<file path="src/rtl/code_entry_fsm_if.sv">
// code_entry_fsm_if: key strobe in, lock status out between keypad decoder and code entry controller.
interface code_entry_fsm_if;
  logic [3:0] digit;
  logic       valid;
  logic       unlocked;
  logic       programming;
  logic       alarm;
  logic       error;
  logic [2:0] entry_count;
  modport master (output digit, valid, input unlocked, programming, alarm, error, entry_count);
  modport slave (input digit, valid, output unlocked, programming, alarm, error, entry_count);
endinterface

</file>
<file path="src/rtl/code_entry_fsm.sv">
// code_entry_fsm: passcode entry with unlock, reprogramming and timed lockout after repeated failures.
module code_entry_fsm #(
  parameter int CODE_LEN = 4,
  parameter int MAX_FAILS = 3,
  parameter int LOCKOUT_CYCLES = 1000,
  parameter logic [4*CODE_LEN-1:0] DEFAULT_CODE = 16'h1234
) (
  input logic clk,
  input logic reset,
  code_entry_fsm_if.slave bus
);
  localparam int W = 4 * CODE_LEN;
  localparam int FW = $clog2(MAX_FAILS + 1);
  localparam int TW = $clog2(LOCKOUT_CYCLES);
  localparam logic [2:0] LEN = 3'(CODE_LEN);
  localparam logic [FW-1:0] FLAST = FW'(MAX_FAILS - 1);
  localparam logic [TW-1:0] TLAST = TW'(LOCKOUT_CYCLES - 1);
  typedef enum logic [1:0] {ENTRY, UNLOCKED, PROGRAM, LOCKOUT} state_t;
  state_t state;
  logic [W-1:0] buffer, stored_code;
  logic [2:0] count;
  logic [FW-1:0] fail_count;
  logic [TW-1:0] lock_timer;
  logic key_a, key_c, key_e, full, take;
  assign key_a = bus.valid && bus.digit == 4'hA;
  assign key_c = bus.valid && bus.digit == 4'hC;
  assign key_e = bus.valid && bus.digit == 4'hE;
  assign full = count == LEN;
  assign take = bus.valid && bus.digit <= 4'd9 && !full && (state == ENTRY || state == PROGRAM);
  assign bus.entry_count = count;
  always_ff @(posedge clk or posedge reset)
    if (reset) begin
      state <= ENTRY;
      buffer <= '0;
      count <= '0;
      stored_code <= DEFAULT_CODE;
      fail_count <= '0;
      lock_timer <= '0;
      bus.unlocked <= 1'b0;
      bus.programming <= 1'b0;
      bus.alarm <= 1'b0;
      bus.error <= 1'b0;
    end else begin
      bus.error <= 1'b0;
      if (take) begin
        buffer <= W'({buffer, bus.digit});
        count <= count + 3'd1;
      end
      case (state)
        ENTRY:
          if (key_c) begin
            buffer <= '0;
            count <= '0;
          end else if (key_a) begin
            buffer <= '0;
            count <= '0;
            if (full && buffer == stored_code) begin
              state <= UNLOCKED;
              bus.unlocked <= 1'b1;
              fail_count <= '0;
            end else if (fail_count == FLAST) begin
              // the final failure locks out silently instead of pulsing error
              state <= LOCKOUT;
              bus.alarm <= 1'b1;
              lock_timer <= '0;
              fail_count <= fail_count + FW'(1);
            end else begin
              bus.error <= 1'b1;
              fail_count <= fail_count + FW'(1);
            end
          end
        UNLOCKED:
          if (key_a || key_e) begin
            buffer <= '0;
            count <= '0;
            state <= key_e ? PROGRAM : ENTRY;
            bus.unlocked <= 1'b0;
            bus.programming <= key_e;
          end
        PROGRAM:
          if (key_c) begin
            buffer <= '0;
            count <= '0;
          end else if (key_a && !full) begin
            bus.error <= 1'b1;
          end else if (key_a || key_e) begin
            if (key_a) stored_code <= buffer;
            buffer <= '0;
            count <= '0;
            state <= UNLOCKED;
            bus.programming <= 1'b0;
            bus.unlocked <= 1'b1;
          end
        LOCKOUT:
          if (lock_timer == TLAST) begin
            state <= ENTRY;
            bus.alarm <= 1'b0;
            fail_count <= '0;
            buffer <= '0;
            count <= '0;
          end else begin
            lock_timer <= lock_timer + TW'(1);
          end
      endcase
    end
endmodule

</file>
<file path="src/flat_wrapper.sv">
// flat-port wrapper written by rule: the top's interface ports become plain ports
module code_entry_fsm_flat 
#(
  parameter int CODE_LEN = 4,
  parameter int MAX_FAILS = 3,
  parameter int LOCKOUT_CYCLES = 1000,
  parameter logic [4*CODE_LEN-1:0] DEFAULT_CODE = 16'h1234
)
  (clk, reset, bus_digit, bus_valid, bus_unlocked, bus_programming, bus_alarm, bus_error, bus_entry_count);
  code_entry_fsm_if bus_i ();
  input logic clk;
  input logic reset;
  input wire logic [$bits(bus_i.digit)-1:0] bus_digit;
  input wire logic [$bits(bus_i.valid)-1:0] bus_valid;
  output wire logic [$bits(bus_i.unlocked)-1:0] bus_unlocked;
  output wire logic [$bits(bus_i.programming)-1:0] bus_programming;
  output wire logic [$bits(bus_i.alarm)-1:0] bus_alarm;
  output wire logic [$bits(bus_i.error)-1:0] bus_error;
  output wire logic [$bits(bus_i.entry_count)-1:0] bus_entry_count;
  assign bus_i.digit = bus_digit;
  assign bus_i.valid = bus_valid;
  assign bus_unlocked = bus_i.unlocked;
  assign bus_programming = bus_i.programming;
  assign bus_alarm = bus_i.alarm;
  assign bus_error = bus_i.error;
  assign bus_entry_count = bus_i.entry_count;
  code_entry_fsm #(.CODE_LEN(CODE_LEN), .MAX_FAILS(MAX_FAILS), .LOCKOUT_CYCLES(LOCKOUT_CYCLES), .DEFAULT_CODE(DEFAULT_CODE)) u_core (.clk(clk), .reset(reset), .bus(bus_i));
endmodule
</file>
<file path="config.mk">
export PLATFORM = sky130hd
export DESIGN_NAME = code_entry_fsm_flat
export DESIGN_NICKNAME = d
export VERILOG_FILES = /design/src/rtl/code_entry_fsm_if.sv /design/src/rtl/code_entry_fsm.sv /design/src/flat_wrapper.sv
export SDC_FILE = /design/constraint.sdc
export NUM_CORES = 1
export LEC_CHECK = 0
export CAP_MARGIN = 40
export CELL_PAD_IN_SITES_DETAIL_PLACEMENT = 1
export CELL_PAD_IN_SITES_GLOBAL_PLACEMENT = 1
export CORE_MARGIN = 2
export CORE_UTILIZATION = 28
export DETAILED_ROUTE_END_ITERATION = 8
export GPL_ROUTABILITY_DRIVEN = 0
export GPL_TIMING_DRIVEN = 0
export PLACE_DENSITY_LB_ADDON = 0.1
export SKIP_LAST_GASP = 1
export SLEW_MARGIN = 5
export SYNTH_ARGS = -nofsm -noshare
export SYNTH_HDL_FRONTEND = slang
export SYNTH_SLANG_ARGS = --single-unit
export TNS_END_PERCENT = 10
</file>
<file path="constraint.sdc">
create_clock -name clk -period 2.2 [get_ports clk]
set_clock_uncertainty 0.15 [all_clocks]
set_input_delay 0.55 -clock clk [delete_from_list [all_inputs] [get_ports clk]]
set_output_delay 0.55 -clock clk [all_outputs]
set_load 0.005 [all_outputs]
</file>
==> flow_summary.json <==
{
  "max_freq_ghz": 0.457,
  "synth_cells": 285,
  "end_kind": "flop",
  "clock_sinks": 53,
  "start_kind": "flop",
  "cellLeakagePower_nw": 1.56,
  "drt_iter0_markers": 53,
  "slew_violations": 0,
  "relSlewSlack": 0.560,
  "crit_type": "reg2reg",
  "clock-root-buffer": "clkbuf_8",
  "min_path_type": "reg2reg",
  "ys_types": 45,
  "ctsHoldBuffers": 0,
  "sequentialPowerShare": 0.366,
  "reg2reg_slack_ps": 10,
  "rsz0062_at_grt": "true",
  "die_h_um": 106,
  "drcViolationCount": 0,
  "netlist_area_um2": 2930,
  "start_util": 0.287,
  "grt_usage": 0.138,
  "io_pins": 14,
  "cts_tree": "built",
  "power_frac_comb": 0.467,
  "vias": 2213,
  "via_per_inst": 4.90,
  "synth-seq-cells": 53,
  "grt_max_degree": 28,
  "ir_drop_mv": 0.431,
  "power_frac_clock": 0.167,
  "grt_pass1_wl_um": 12300,
  "rows": 37,
  "synthFlopType": "dfrtp_1",
  "antenna_found_initial": 0,
  "final_core_utilization": 0.343,
  "nets": 331,
  "cp_max_fo": 10,
  "die_area_um2": 11300,
  "power_mw": 3.44,
  "syn_nets": 301,
  "ys_seq_area_frac": 0.454,
  "routed_wl_um": 7230,
  "switchingPower_mw": 1.37,
  "worst_slew_pin_slew_ps": 659,
  "finalSetupViolations": 0,
  "drive_gt1_frac": 0.241,
  "holdPathStages": 2,
  "core-area_um2": 10200,
  "overflow": 0,
  "cap_violations": 0,
  "h-tree-depth": 2,
  "ant_nets": 0,
  "hold_viol": 0,
  "yosysWarnings": 0,
  "dp_slack_ps": -737,
  "clock_tree.buffer_depth": 2,
  "fp.dieW_um": 106,
  "run_status": "finished, final reports clean",
  "sw_frac_of_total": 0.399,
  "required_ps": 2250,
  "layout_setup_ws_ps": 12.3,
  "port_buffers": 12,
  "r2r_cells": 7,
  "synth-edff-count": 0,
  "drt_first_pass_iters": 4,
  "p_int_mw": 2.07,
  "syn_to_final_growth_pct": 19.6,
  "powerDensity_nw_per_um2": 980,
  "critPathArrivalTime_ps": 2230,
  "wire_per_inst_um": 16.0,
  "finalCritPeriodShare": 0.994,
  "post-route-min-period_ps": 2190,
  "syn_avg_cell_area_um2": 10.3,
  "antenna_cells": 0,
  "dp_hpwl_um": 4980,
  "grt_pass1_vias": 2369,
  "synth-async-reset-ratio": 1.00,
  "num-fill-cells": 1162,
  "cts_buffers": 5,
  "worstSkewPairLatency_ps": 310,
  "path_clk_slew_ps": 110
}
-- per-layer routing --
| metal | global-route usage | vias to the layer above | routed length, µm |
|---|---|---|---|
| li1 | - | 1065 | - |
| met1 | 0.178 | 1130 | 3440 |
| met2 | 0.236 | 16 | 3610 |
| met3 | 0.0258 | 2 | 139 |
| met4 | 0.0367 | 0 | 42 |
| met5 | 0 | - | 0 |
-- final cells by class --
cell class	count	area [µm²]	share of cell area
flip-flops and latches	53	1330	0.380
clock buffers	6	72.6	0.0207
inverters	14	52.6	0.0150
multi-input cells	205	1560	0.445
repair buffers	23	213	0.0606
clock inverters	2	16.3	0.00463
plain buffers	13	90.1	0.0257
well taps	136	170	0.0485
-- timing repair --
item / in CTS / in global routing
pin swaps: 5 / 10
resized for setup: 8 / 23
setup endpoints to repair: 49 / 27
buffers inserted: 7 / 3
-- kinds of logic (layout without fill, tap and decap cells) --
group           Yosys count  in the layout  share of synthesized area
compound gates           52             52                      0.118
fa+ha+maj                 9              9                     0.0384
buf+inv                  27             58                     0.0439
xor+xnor                 18             18                     0.0537
simple gates             91             91                      0.166
flops                    53             53                      0.454
mux                      35             35                      0.126
-- worst paths after layout --
kind	from	endpoint
worst max-delay path	u_core.stored_code[4]	u_core.lock_timer[8]
worst min-delay path	u_core.fail_count[1]	u_core.fail_count[1]
worst max register to register	u_core.stored_code[4]	u_core.lock_timer[8]
worst min register to register	u_core.fail_count[1]	u_core.fail_count[1]
max in group asynchronous	reset	u_core.stored_code[4]
min in group asynchronous	reset	u_core.lock_timer[3]
-- cell usage after synthesis (all sizes together), types with 6 or more instances --
master / instances / area (µm²)
mux2i: 19 / 190
inv: 14 / 52.6
nand3: 11 / 55.1
ha: 9 / 113
nand2: 16 / 60.1
mux2: 16 / 180
dfrtp: 48 / 1200
o21ai: 22 / 110
a32o: 6 / 60.1
nand4: 6 / 37.5
a21oi: 9 / 48.8
xnor2: 18 / 158
nor2: 33 / 131
nor3: 8 / 40.0
buf: 8 / 57.6
-- through the flow --
| stage | hold slack (ps) | instance area [µm²] | setup TNS [ps] | instances |
|---|---|---|---|---|
| 6_report | 386 | 3510 | 0 | 452 |
| 5_1_grt | 413 | 3510 | -1240 | 452 |
| 4_1_cts | 383 | 3390 | -730 | 449 |
| 3_5_place_dp | 358 | 3240 | -24910 | 434 |
| 3_3_place_gp | 347 | 3220 | -77470 | 433 |
| 2_1_floorplan | 322 | 2930 | 0 | 285 |
-- critical path, cell delays in order, from the launching register on --
cell and delay [ps]:
dfstp_2 560, xnor2_2 130, nand4_1 160, nor4_4 350, a21oi_2 90, or2_1 220, buf_6 150, a32o_1 250
-- flip-flops by register name, summed over array words and instances, names as in the netlist, 2 cells and up --
register                count
u_core.bus.entry_count      3
u_core.fail_count           2
u_core.state                2
u_core.lock_timer          10
u_core.buffer              16
u_core.stored_code         16
-- cells in the final DEF, fill, tap and decap left out, drive strengths merged, types with 5 or more instances in the layout --
master	count
ha	9
mux2	16
a21oi	9
dfstp	5
inv	14
nand3	11
clkdlybuf4s50	8
nand4	6
nand2	16
o21ai	22
mux2i	19
buf	18
clkbuf	12
xnor2	18
nor2	33
nor3	8
dfrtp	48
a32o	6
-- power groups by stage --
stage	combinational, mW	clock [mW]	sequential, mW
floorplan	1.03	0	1.23
global route	1.80	0.645	1.29
CTS	1.52	0.606	1.25
global placement	1.44	0	1.27
detailed placement	1.45	0	1.27
finish	1.61	0.573	1.26
(Power assumes the default switching activity.)
